### src/rtl/mest_pro_pkg.sv
// rtl/mest_pro_pkg.sv - opcode/state enums and instruction field helpers for the mest_pro core
package mest_pro_pkg;

    localparam int OP_W = 4;

    typedef enum logic [OP_W-1:0] {
        OP_NOP  = 4'h0,
        OP_ADD  = 4'h1,
        OP_SUB  = 4'h2,
        OP_AND  = 4'h3,
        OP_OR   = 4'h4,
        OP_XOR  = 4'h5,
        OP_SHL  = 4'h6,
        OP_SHR  = 4'h7,
        OP_JMP  = 4'h8,
        OP_JZ   = 4'h9,
        OP_JC   = 4'hA,
        OP_CALL = 4'hB,
        OP_RET  = 4'hC,
        OP_END  = 4'hF
    } op_e;

    typedef enum logic [2:0] {
        S_IDLE,
        S_FETCH,
        S_DECODE,
        S_EXECUTE,
        S_DONE,
        S_HOLD
    } state_e;

    // Instruction layout {op, K, A, B}; field LSBs depend on the core's PC/data widths.
    function automatic int instr_width(input int pc_w, input int data_w);
        return OP_W + pc_w + 2 * data_w;
    endfunction

    function automatic int op_lsb(input int pc_w, input int data_w);
        return pc_w + 2 * data_w;
    endfunction

    function automatic int k_lsb(input int data_w);
        return 2 * data_w;
    endfunction

    function automatic int a_lsb(input int data_w);
        return data_w;
    endfunction

    function automatic logic is_alu_op(input logic [OP_W-1:0] op);
        return (op >= OP_ADD) && (op <= OP_SHR);
    endfunction

endpackage

### src/rtl/mest_pro_call_stack.sv
// rtl/mest_pro_call_stack.sv - LIFO of return addresses with full/empty status
module mest_pro_call_stack #(
    parameter int DEPTH = 4,
    parameter int W     = 4
) (
    input  logic         clk,
    input  logic         reset,
    input  logic         clear,
    input  logic         push,
    input  logic         pop,
    input  logic [W-1:0] push_data,
    output logic [W-1:0] top,
    output logic         full,
    output logic         empty
);

    localparam int SP_W  = $clog2(DEPTH + 1);
    localparam int IDX_W = (DEPTH > 1) ? $clog2(DEPTH) : 1;

    logic [W-1:0]    mem [DEPTH];
    logic [SP_W-1:0] sp;
    logic [SP_W-1:0] sp_m1;

    assign sp_m1 = sp - 1'b1;
    assign full  = (sp == SP_W'(DEPTH));
    assign empty = (sp == '0);
    assign top   = mem[sp_m1[IDX_W-1:0]];

    always_ff @(posedge clk) begin
        if (reset || clear) begin
            sp <= '0;
        end else if (push && !full) begin
            sp <= sp + 1'b1;
        end else if (pop && !empty) begin
            sp <= sp_m1;
        end
    end

    // Entries need no reset: they are only read below a valid stack pointer.
    always_ff @(posedge clk) begin
        if (push && !full) begin
            mem[sp[IDX_W-1:0]] <= push_data;
        end
    end

endmodule

### src/rtl/mest_pro_gen2.sv
// rtl/mest_pro_gen2.sv - multi-cycle processor core; MEST_PRO_STEP_EN adds single-step HOLD
module mest_pro_gen2
    import mest_pro_pkg::*;
#(
    parameter int DATA_W      = 8,
    parameter int ROM_DEPTH   = 16,
    parameter int STACK_DEPTH = 4,
    localparam int PC_W       = (ROM_DEPTH > 1) ? $clog2(ROM_DEPTH) : 1,
    localparam int INSTR_W    = OP_W + PC_W + 2 * DATA_W
) (
    input  logic               clk,
    input  logic               i_reset,
    input  logic               i_start,
    output logic               o_req,
    output logic [PC_W-1:0]    o_prog_counter,
    input  logic               i_instr_valid,
    input  logic [INSTR_W-1:0] i_instruction,
    output logic [DATA_W-1:0]  o_result,
    output logic               o_valid_result,
    output logic               o_carry,
    output logic               o_zero_flag,
    output logic               o_error,
`ifdef MEST_PRO_STEP_EN
    input  logic               i_step,
    output logic               o_hold,
`endif
    output logic               o_all_done
);

    localparam int OP_LSB = op_lsb(PC_W, DATA_W);
    localparam int K_LSB  = k_lsb(DATA_W);
    localparam int A_LSB  = a_lsb(DATA_W);
    localparam logic [PC_W:0] DEPTH_EXT = (PC_W + 1)'(ROM_DEPTH);

    state_e              state;
    logic [PC_W-1:0]     pc;
    logic [INSTR_W-1:0]  instr_q;
    logic [OP_W-1:0]     op_q;
    logic [PC_W-1:0]     k_q;
    logic [DATA_W-1:0]   a_q;
    logic [DATA_W-1:0]   b_q;

    logic [PC_W-1:0]     k_raw;
    logic [PC_W-1:0]     pc_next;
    logic [PC_W-1:0]     exec_pc;
    logic [DATA_W-1:0]   alu_r;
    logic                alu_c;
    logic                exec_err;
    logic                exec_stop;

    logic                stk_push;
    logic                stk_pop;
    logic                stk_clear;
    logic [PC_W-1:0]     stk_top;
    logic                stk_full;
    logic                stk_empty;

    function automatic logic [PC_W-1:0] pc_inc(input logic [PC_W-1:0] p);
        return (p == PC_W'(ROM_DEPTH - 1)) ? '0 : p + 1'b1;
    endfunction

    assign o_prog_counter = pc;
    assign pc_next        = pc_inc(pc);
    assign k_raw          = instr_q[K_LSB +: PC_W];

    assign stk_clear = ((state == S_IDLE) || (state == S_DONE)) && i_start;
    assign stk_push  = (state == S_EXECUTE) && (op_q == OP_CALL) && !stk_full;
    assign stk_pop   = (state == S_EXECUTE) && (op_q == OP_RET) && !stk_empty;

    mest_pro_call_stack #(
        .DEPTH (STACK_DEPTH),
        .W     (PC_W)
    ) u_call_stack (
        .clk       (clk),
        .reset     (i_reset),
        .clear     (stk_clear),
        .push      (stk_push),
        .pop       (stk_pop),
        .push_data (pc_next),
        .top       (stk_top),
        .full      (stk_full),
        .empty     (stk_empty)
    );

    // Carry is bit DATA_W of the widened op; for SUB that bit is the borrow.
    always_comb begin
        {alu_c, alu_r} = {1'b0, a_q};
        case (op_q)
            OP_ADD:  {alu_c, alu_r} = {1'b0, a_q} + {1'b0, b_q};
            OP_SUB:  {alu_c, alu_r} = {1'b0, a_q} - {1'b0, b_q};
            OP_AND:  {alu_c, alu_r} = {1'b0, a_q & b_q};
            OP_OR:   {alu_c, alu_r} = {1'b0, a_q | b_q};
            OP_XOR:  {alu_c, alu_r} = {1'b0, a_q ^ b_q};
            OP_SHL:  {alu_c, alu_r} = {a_q[DATA_W-1], a_q[DATA_W-2:0], 1'b0};
            OP_SHR:  {alu_c, alu_r} = {a_q[0], 1'b0, a_q[DATA_W-1:1]};
            default: {alu_c, alu_r} = {1'b0, a_q};
        endcase
    end

    always_comb begin
        exec_pc  = pc_next;
        exec_err = 1'b0;
        case (op_q)
            OP_JMP:  exec_pc = k_q;
            OP_JZ:   exec_pc = o_zero_flag ? k_q : pc_next;
            OP_JC:   exec_pc = o_carry ? k_q : pc_next;
            OP_CALL: begin
                exec_pc  = stk_full ? pc : k_q;
                exec_err = stk_full;
            end
            OP_RET: begin
                exec_pc  = stk_empty ? pc : stk_top;
                exec_err = stk_empty;
            end
            4'hD, 4'hE: exec_err = 1'b1;
            default: exec_pc = pc_next;
        endcase
        exec_stop = exec_err || (op_q == OP_END);
    end

    always_ff @(posedge clk) begin
        if (i_reset) begin
            state          <= S_IDLE;
            pc             <= '0;
            instr_q        <= '0;
            op_q           <= '0;
            k_q            <= '0;
            a_q            <= '0;
            b_q            <= '0;
            o_req          <= 1'b0;
            o_result       <= '0;
            o_valid_result <= 1'b0;
            o_carry        <= 1'b0;
            o_zero_flag    <= 1'b0;
            o_error        <= 1'b0;
            o_all_done     <= 1'b0;
`ifdef MEST_PRO_STEP_EN
            o_hold         <= 1'b0;
`endif
        end else begin
            o_valid_result <= 1'b0;
            case (state)
                S_IDLE: begin
                    if (i_start) begin
                        pc    <= '0;
                        o_req <= 1'b1;
                        state <= S_FETCH;
                    end
                end
                S_FETCH: begin
                    if (o_req && i_instr_valid) begin
                        instr_q <= i_instruction;
                        o_req   <= 1'b0;
                        state   <= S_DECODE;
                    end
                end
                S_DECODE: begin
                    op_q  <= instr_q[OP_LSB +: OP_W];
                    k_q   <= ({1'b0, k_raw} >= DEPTH_EXT) ? PC_W'({1'b0, k_raw} - DEPTH_EXT) : k_raw;
                    a_q   <= instr_q[A_LSB +: DATA_W];
                    b_q   <= instr_q[0 +: DATA_W];
                    state <= S_EXECUTE;
                end
                S_EXECUTE: begin
                    if (is_alu_op(op_q)) begin
                        o_result       <= alu_r;
                        o_carry        <= alu_c;
                        o_zero_flag    <= (alu_r == '0);
                        o_valid_result <= 1'b1;
                    end
                    pc <= exec_pc;
                    if (exec_stop) begin
                        o_error    <= o_error | exec_err;
                        o_all_done <= 1'b1;
                        state      <= S_DONE;
                    end else begin
`ifdef MEST_PRO_STEP_EN
                        o_hold <= 1'b1;
                        state  <= S_HOLD;
`else
                        o_req  <= 1'b1;
                        state  <= S_FETCH;
`endif
                    end
                end
`ifdef MEST_PRO_STEP_EN
                S_HOLD: begin
                    if (i_step) begin
                        o_hold <= 1'b0;
                        o_req  <= 1'b1;
                        state  <= S_FETCH;
                    end
                end
`endif
                S_DONE: begin
                    if (i_start) begin
                        pc         <= '0;
                        o_error    <= 1'b0;
                        o_all_done <= 1'b0;
                        o_req      <= 1'b1;
                        state      <= S_FETCH;
                    end
                end
                default: begin
                    o_req <= 1'b0;
                    state <= S_IDLE;
                end
            endcase
        end
    end

endmodule

### config.mk
export PLATFORM = sky130hd
export DESIGN_NAME = mest_pro_gen2
export DESIGN_NICKNAME = d
export VERILOG_FILES = /design/src/rtl/mest_pro_pkg.sv /design/src/rtl/mest_pro_call_stack.sv /design/src/rtl/mest_pro_gen2.sv
export SDC_FILE = /design/constraint.sdc
export NUM_CORES = 1
export LEC_CHECK = 0
export CAP_MARGIN = 20
export CORE_MARGIN = 5
export CORE_UTILIZATION = 55
export CTS_CLUSTER_DIAMETER = 200
export DETAILED_ROUTE_END_ITERATION = 10
export GPL_ROUTABILITY_DRIVEN = 0
export HOLD_SLACK_MARGIN = 0.05
export PLACE_DENSITY = 0.73
export SYNTH_ARGS = -nofsm -noshare
export SYNTH_HDL_FRONTEND = slang
export SYNTH_HIERARCHICAL = 1
export SYNTH_SLANG_ARGS = --single-unit
### constraint.sdc
create_clock -name clk -period 2.9 [get_ports clk]
set_clock_uncertainty 0.05 [all_clocks]
set_input_delay 0.58 -clock clk [delete_from_list [all_inputs] [get_ports clk]]
set_output_delay 0.58 -clock clk [all_outputs]
set_load 0.01 [all_outputs]
==> impl_results.rst, run 1 <==
.. list-table::
   :header-rows: 1

   * - Metric
     - Value
   * - Run status
     - finished clean
   * - CP Class
     - register to register
   * - Max-slew violation total from the final report
     - 0
   * - Cell at the root of the clock tree
     - clkbuf_8
   * - Share of post-route cells with drive strength above 1
     - between 10 and 15%
   * - Clock Sink Count
     - 88
   * - Timing-limited maximum frequency
     - approximately 370 MHz
   * - Buffer and inverter count on the worst path
     - 0
   * - Critical path required time
     - between 3000 and 4000 ps
   * - DRC violations left
     - 0
   * - Slew margin rel.
     - between 40% and 50%
   * - Tightest Pin Transition
     - about 790 ps
   * - First-pass GRT wire length
     - a little over 20 mm
   * - Unrepaired setup endpoints after global routing
     - false
   * - Final setup violation count
     - 0
   * - Cell types with the largest area share after synthesis
     - dfxtp_1 (29%), edfxtp_1 (9.6%), nand2_1 (9.3%)
   * - Most frequent cell after synthesis
     - nand2_1
   * - Maximum count of clock buffers along a single path
     - 2
   * - DR vias
     - about 4500
   * - Cell family contributing the most delay on the critical path
     - compound AO/OA/AOI/OAI gates
   * - Total gr overflow
     - 0
   * - Crit path cell chain
     - ha_4, fa_1, mux2_4, a211oi_2, a31oi_1, or4_4, a2111oi_4, nand4_1, o21ai_1
   * - Synthesis-to-layout area growth
     - 15.8%
   * - Mean Syn Cell Area
     - roughly 8.2 sq um
   * - Pin count of the biggest net entering global routing
     - 59
   * - Leakage
     - approximately 2 nW
   * - Number of flip-flops and latches in the synthesized netlist
     - 88
   * - Relative contribution of sequential cells to total power
     - 56.9%
   * - Areal power density over the cells
     - roughly 380 mW/mm^2
   * - Setup crit start kind
     - register
   * - Share of total power in combinational logic
     - under 10%
   * - Period utilisation layout
     - a little over nine tenths
   * - Total half-perimeter wirelength after legalization and detailed placement
     - between 8 and 9 mm
   * - Path category of the worst min-delay check
     - register to register
   * - Fraction of synthesized cell area in xor and xnor cells
     - less than 1%
   * - Die footprint
     - about 0.011 sq mm
   * - Worst Setup End Kind
     - register
   * - Unique masters post-synth
     - 67
   * - Psw
     - roughly 0.00052 W
   * - # nets final
     - just over 700
   * - Net count of the mapped netlist
     - 671
   * - Via count normalized by instance count
     - slightly below 6
   * - Synth warnings
     - 6
   * - Cell area after technology mapping
     - ~0.005 sq mm
   * - Initial cell density of the core
     - between 50% and 60%
   * - CTS Buf Count
     - 9
   * - CP Max Fanout
     - 4
   * - First-pass iteration count of the detailed router
     - 6
   * - Share of the synthesized area in compound gates (AO/OA/AOI/OAI)
     - between 20% and 30%
   * - Setup tns final
     - 0 ps
   * - Global-route total usage across every layer
     - a little over a fifth
   * - Diodes inserted
     - 0
   * - Max stage delay on crit path
     - roughly 520 ps
   * - Io pins
     - 46
   * - Total number of placement rows
     - 34
   * - Number of buffers added on ports
     - 45
   * - Area fraction in and, or, nand and nor cells after synthesis
     - 22.2%
   * - Routed Wire Length
     - 12.0 mm
   * - Number of global-route vias before repair
     - roughly 4200
   * - Total cell area at the placement stage
     - ~0.0056 sq mm
   * - Switching share of power
     - 23.5%
   * - Clock latency of the later-clocked register in the worst-skew pair
     - roughly 350 ps
   * - Maximum vdd drop
     - 0.278 mV
   * - Data arrival time of the critical path
     - 2970 ps
   * - Floorplan core area
     - between 0.008 and 0.009 sq mm
   * - Max Cap Viol
     - 0
   * - Die height
     - approximately 110 um
   * - Share of flip-flops with an asynchronous set or reset
     - 0%
   * - Die X
     - roughly 110 um
   * - Most used flip-flop cell after synthesis
     - dfxtp_1
   * - Shortest clock period the worst path allows after layout
     - ~2700 ps
   * - Number of antenna violations at the first check in global routing
     - 0
   * - Clock-pin slew of the registers on the worst-case setup and hold paths
     - roughly 100 ps
   * - Critical Path Slowest Stage Cell
     - or4_4
   * - # H-tree levels
     - 3
   * - Endpoints failing hold
     - 0
   * - Cell type contributing the most total cell area after synthesis
     - dfxtp_1
   * - Post-detailed-route count of antenna-violating nets
     - 0
   * - List of most frequent post-synthesis cells
     - nand2_1 (124), a21oi_1 (75), dfxtp_1 (72), nor2_1 (43), inv_1 (33)
   * - Starting DRT DRC Count
     - between 500 and 600
   * - Adder and majority cell fraction of the synthesized area
     - approximately 8.6%
   * - Routed length per placed instance
     - 15.8 um
   * - Sequential share of the synthesized area
     - between 30% and 40%
   * - Number of synthesized flops with an enable pin
     - 16
   * - Area of all placed cells without fillers
     - roughly 0.0058 sq mm
   * - Combinational family with the most area after synthesis
     - simple AND/OR/NAND/NOR gates
   * - Post-synth top area share
     - 28.8%
   * - Total design power
     - ~0.0022 W
   * - Cell count after synthesis
     - 610
   * - Clock group share of total power
     - a little under two fifths
   * - Internal power
     - ~0.0017 W
   * - Multiplexer area fraction after synthesis
     - about 3.5%
   * - CTS tree
     - built
## through the flow
step           hold slack [ps]  util, %  std cells  setup WS (ps)
6_report                   401     65.8        762            182
5_1_grt                    426     65.8        762           40.2
4_1_cts                    406     65.6        762           63.1
3_5_place_dp               397     63.5        747           74.3
3_3_place_gp               391     63.5        747            149
2_1_floorplan              382        -        610            239
## cell families after synthesis
family          count (synthesis)
buf+inv                        74
fa+ha+maj                      33
flops                          88
mux                            12
compound gates                159
xor+xnor                        3
simple gates                  241
## power groups by stage
stage                     clock network, W  logic (W)  registers [W]
after floorplan                          0  0.0000679        0.00129
after global placement                   0   0.000124        0.00129
after detailed placement                 0   0.000126        0.00129
after CTS                         0.000840   0.000127        0.00126
after global routing              0.000890   0.000141        0.00126
final                             0.000829   0.000127        0.00126
## per-layer routing
layer  vias up  wire length (um)  global-route usage (%)
li1       2207                 -                       -
met4         0               338                    8.43
met2       158              5420                    34.6
met1      2060              5630                    30.1
met3        33               637                    3.42
met5         -                 0                       0
## registers in the layout, indices dropped and copies added (netlist names), 4 cells and up
signal            count
instr_q              24
a_q                   8
op_q                  4
u_call_stack/mem     16
b_q                   8
o_result              8
o_prog_counter        4
k_q                   4
## tightest hold or removal path: stages, from the launching register on
cell	delay, ps
dfxtp_1	320
nand2_1	50
a21oi_1	50
## timing repair
| item | CTS | global route |
|---|---|---|
| resized for setup | 0 | 5 |
| setup endpoints to repair | 0 | 1 |
| buffers inserted | 0 | 0 |
| hold buffers | 0 | 0 |
## path summary, 6_finish.rpt
check / from / endpoint / slack [ps] / depth (start not counted)
min reg2reg: instr_q[2] / b_q[2] / 400 / 2
min: instr_q[2] / b_q[2] / 400 / 2
max: b_q[0] / o_zero_flag / 180 / 9
max reg2reg: b_q[0] / o_zero_flag / 180 / 9
## cell type report
class | instances | area [sq um]
Tap cell | 108 | 135
Inverter | 33 | 124
Clock buffer | 12 | 166
Clock inverter | 3 | 23.8
Sequential cell | 88 | 1920
Timing Repair Buffer | 70 | 633
Fill cell | 781 | 3010
Multi-Input combinational cell | 448 | 2790
## layout by cell type, fill, tap and decap left out, drive strengths merged, types with 16 or more instances in the layout
cell type | synthesis | final
nor2 | 43 | 43
clkdlybuf4s50 | 0 | 44
buf | 16 | 26
nand2 | 124 | 124
ha | 31 | 31
edfxtp | 16 | 16
a21oi | 75 | 75
dfxtp | 72 | 72
nor3 | 17 | 17
inv | 33 | 34
(Power assumes the default switching activity.)
==> run 2: changes to the inputs <==
--- a/config.mk
+++ b/config.mk
@@ -13,6 +13,7 @@
 export GPL_ROUTABILITY_DRIVEN = 0
 export HOLD_SLACK_MARGIN = 0.05
 export PLACE_DENSITY = 0.73
+export SKIP_CTS_REPAIR_TIMING = 1
 export SYNTH_ARGS = -nofsm -noshare
 export SYNTH_HDL_FRONTEND = slang
 export SYNTH_HIERARCHICAL = 1
==> results of run 2 <==
Final layout, timing and power as in run 1 (identical DEF).
==> run 3: changes to the inputs <==
--- a/config.mk
+++ b/config.mk
@@ -6,7 +6,7 @@
 export NUM_CORES = 1
 export LEC_CHECK = 0
 export CAP_MARGIN = 20
-export CORE_MARGIN = 5
+export CORE_MARGIN = 1
 export CORE_UTILIZATION = 55
 export CTS_CLUSTER_DIAMETER = 200
 export DETAILED_ROUTE_END_ITERATION = 10
==> impl_results.rst, run 3 (synthesis results as in run 1) <==
.. list-table::
   :header-rows: 1

   * - Metric
     - Value
   * - Share of post-route cells with drive strength above 1
     - 10.7% (was 10.1%)
   * - Initial cell density of the core
     - 57.1% (was 56.8%)
   * - Period utilisation layout
     - 94.5% (was 93.7%)
   * - CTS Buf Count
     - 9 (unchanged)
   * - Max Cap Viol
     - 0 (unchanged)
   * - # nets final
     - 713 (was 711)
   * - Number of filler cells placed in the layout
     - 768 (was 781)
   * - Floorplan core area
     - 0.00876 sq mm (was 0.00881 sq mm)
   * - Number of global-route vias before repair
     - 4301 (was 4228)
   * - Max FFs per register
     - 24 (unchanged)
   * - Cell at the root of the clock tree
     - clkbuf_8 (unchanged)
   * - Critical path required time
     - 3150 ps (about the same)
   * - Setup crit start kind
     - register (unchanged)
   * - Sum of routed wire segments on met1
     - 5.67 mm (was 5.63 mm)
   * - Register ranked first by flip-flop count
     - instr_q (unchanged)
   * - Diodes inserted
     - 0 (unchanged)
   * - Highest-count cells in the layout ignoring fill and taps
     - nand2_1 (124), a21oi_1 (75), dfxtp_1 (70), clkdlybuf4s50_1 (44), nor2_1 (43) (unchanged)
   * - Total number of placement rows
     - 34 (unchanged)
   * - DRC violations left
     - 0 (unchanged)
   * - Share of the core filled with cells in the final layout
     - 66.5% (was 65.8%)
   * - Final setup violation count
     - 0 (unchanged)
   * - CP Class
     - register to register (unchanged)
   * - Setup tns final
     - 0 ps (unchanged)
   * - Run status
     - finished clean (unchanged)
   * - Total gr overflow
     - 0 (unchanged)
   * - Hold_ws
     - 397 ps (was 401 ps)
   * - Highest routing layer actually used
     - met4 (unchanged)
   * - Starting DRT DRC Count
     - 364 (was 566)
   * - Tightest Pin Transition
     - 790 ps (was 789 ps)
   * - Number of antenna violations at the first check in global routing
     - 0 (unchanged)
   * - Post-detailed-route count of antenna-violating nets
     - 0 (unchanged)
   * - Total half-perimeter wirelength after legalization and detailed placement
     - 8.93 mm (was 8.74 mm)
   * - Die height
     - 97.4 um (was 105 um)
   * - Die footprint
     - 0.00948 sq mm (was 0.0111 sq mm)
   * - CP Max Fanout
     - 4 (unchanged)
   * - Max-slew violation total from the final report
     - 0 (unchanged)
   * - Critical Path Slowest Stage Cell
     - or4_4 (unchanged)
   * - Number of buffers added on ports
     - 45 (unchanged)
   * - Total design power
     - 0.00232 W (was 0.00222 W)
   * - Synthesis-to-layout area growth
     - 16.6% (was 15.8%)
   * - Shortest clock period the worst path allows after layout
     - 2740 ps (was 2720 ps)
   * - Max stage delay on crit path
     - 520 ps (about the same)
   * - Total length of routed met2 wires
     - 5.55 mm (was 5.42 mm)
   * - Maximum vdd drop
     - 0.273 mV (was 0.278 mV)
   * - Routed length per placed instance
     - 15.9 um (was 15.8 um)
   * - Crit path cell chain
     - ha_2, fa_1, mux2_4, a211oi_2, a31oi_1, or4_4, a2111oi_4, nand4_1, o21ai_1 (was ha_4, fa_1, mux2_4, a211oi_2, a31oi_1, or4_4, a2111oi_4, nand4_1, o21ai_1)
   * - CTS tree
     - built (unchanged)
   * - Routed Wire Length
     - 12.1 mm (was 12.0 mm)
   * - First-pass GRT wire length
     - 20.5 mm (was 20.2 mm)
   * - Areal power density over the cells
     - 397 mW/mm^2 (was 383 mW/mm^2)
   * - Pin count of the biggest net entering global routing
     - 59 (unchanged)
   * - Data arrival time of the critical path
     - 2990 ps (was 2970 ps)
   * - # H-tree levels
     - 3 (unchanged)
   * - First-pass iteration count of the detailed router
     - 5 (was 6)
   * - Leading cell type in the layout, fill and taps excluded
     - nand2_1 (unchanged)
   * - Global-route total usage across every layer
     - 26.2% (was 21.9%)
   * - Via count normalized by instance count
     - 5.89 (was 5.85)
   * - Leakage
     - 2.01 nW (was 1.98 nW)
   * - Die X
     - 97.4 um (was 105 um)
   * - Endpoints failing hold
     - 0 (unchanged)
   * - Met3 routed wirelength
     - 640 um (was 637 um)
   * - Clock-pin slew of the registers on the worst-case setup and hold paths
     - 90 ps (was 100 ps)
   * - Clock latency of the later-clocked register in the worst-skew pair
     - 360 ps (was 350 ps)
   * - DR vias
     - 4507 (was 4458)
   * - Io pins
     - 46 (unchanged)
   * - Worst Setup End Kind
     - register (unchanged)
   * - Clock Sink Count
     - 88 (unchanged)
   * - Path category of the worst min-delay check
     - register to register (unchanged)
   * - Unrepaired setup endpoints after global routing
     - false (unchanged)
   * - Maximum count of clock buffers along a single path
     - 2 (unchanged)
   * - Timing-limited maximum frequency
     - 365 MHz (was 368 MHz)
   * - Slew margin rel.
     - 47.4% (was 47.3%)
-- run 3: cell count changes in the layout (fill, tap and decap cells not counted) --
cell        before  now
clkbuf_8        10    9
inv_6            1    0
clkinv_4         0    2
a221oi_1         3    2
ha_2             0    1
clkinv_2         0    1
buf_4           25   27
a221oi_2         0    1
clkinvlp_4       2    0
ha_4             1    0
inv_8            0    1
bufinv_16        0    1
-- run 3: cell type report --
class / count / area, sq um / area share, %
multi-input cells: 448 / 2780 / 47.7
flip-flops and latches: 88 / 1920 / 33.0
repair buffers: 72 / 648 / 11.1
clock buffers: 11 / 153 / 2.62
well taps: 108 / 135 / 2.32
inverters: 33 / 124 / 2.12
clock inverters: 5 / 63.8 / 1.09
-- run 3: power by group --
group / leakage [nW] / total [W] / switching [W] / internal (W)
Clock: 0.111 / 0.000927 / 0.000468 / 0.000459
Combinational: 1.18 / 0.000128 / 0.0000698 / 0.0000584
Sequential: 0.720 / 0.00126 / 0.0000101 / 0.00125
Total: 2.01 / 0.00232 / 0.000548 / 0.00177
-- run 3: metal layers --
layer | vias to the layer above | track usage [%]
met2 | 157 | 42.2
met5 | - | 0
met1 | 2096 | 35.7
met3 | 38 | 5.32
met4 | 0 | 7.69
li1 | 2216 | -
-- run 3: critical path, delay by kind of cell (launching register included) --
family	cells	cell delay, ps
AO/OA/AOI/OAI	4	710
AND/OR/NAND/NOR	2	660
adder cells (fa/ha/maj)	2	630
flip-flops	1	350
multiplexers	1	280
-- run 3: path summary, 6_finish.rpt --
kind,from,to,slack (ps),cells after the start
worst min register to register,instr_q[11],a_q[3],400,2
worst max register to register,a_q[0],o_zero_flag,160,9
worst min-delay path,instr_q[11],a_q[3],400,2
worst max-delay path,a_q[0],o_zero_flag,160,9
-- run 3: metrics by stage --
step           std cells  instance area [sq um]  setup WS, ps
6_report             765                   5830           160
5_1_grt              765                   5830          6.36
4_1_cts              765                   5820          99.7
3_5_place_dp         749                   5600           101
3_3_place_gp         749                   5600           132
2_1_floorplan        610                   5000           239
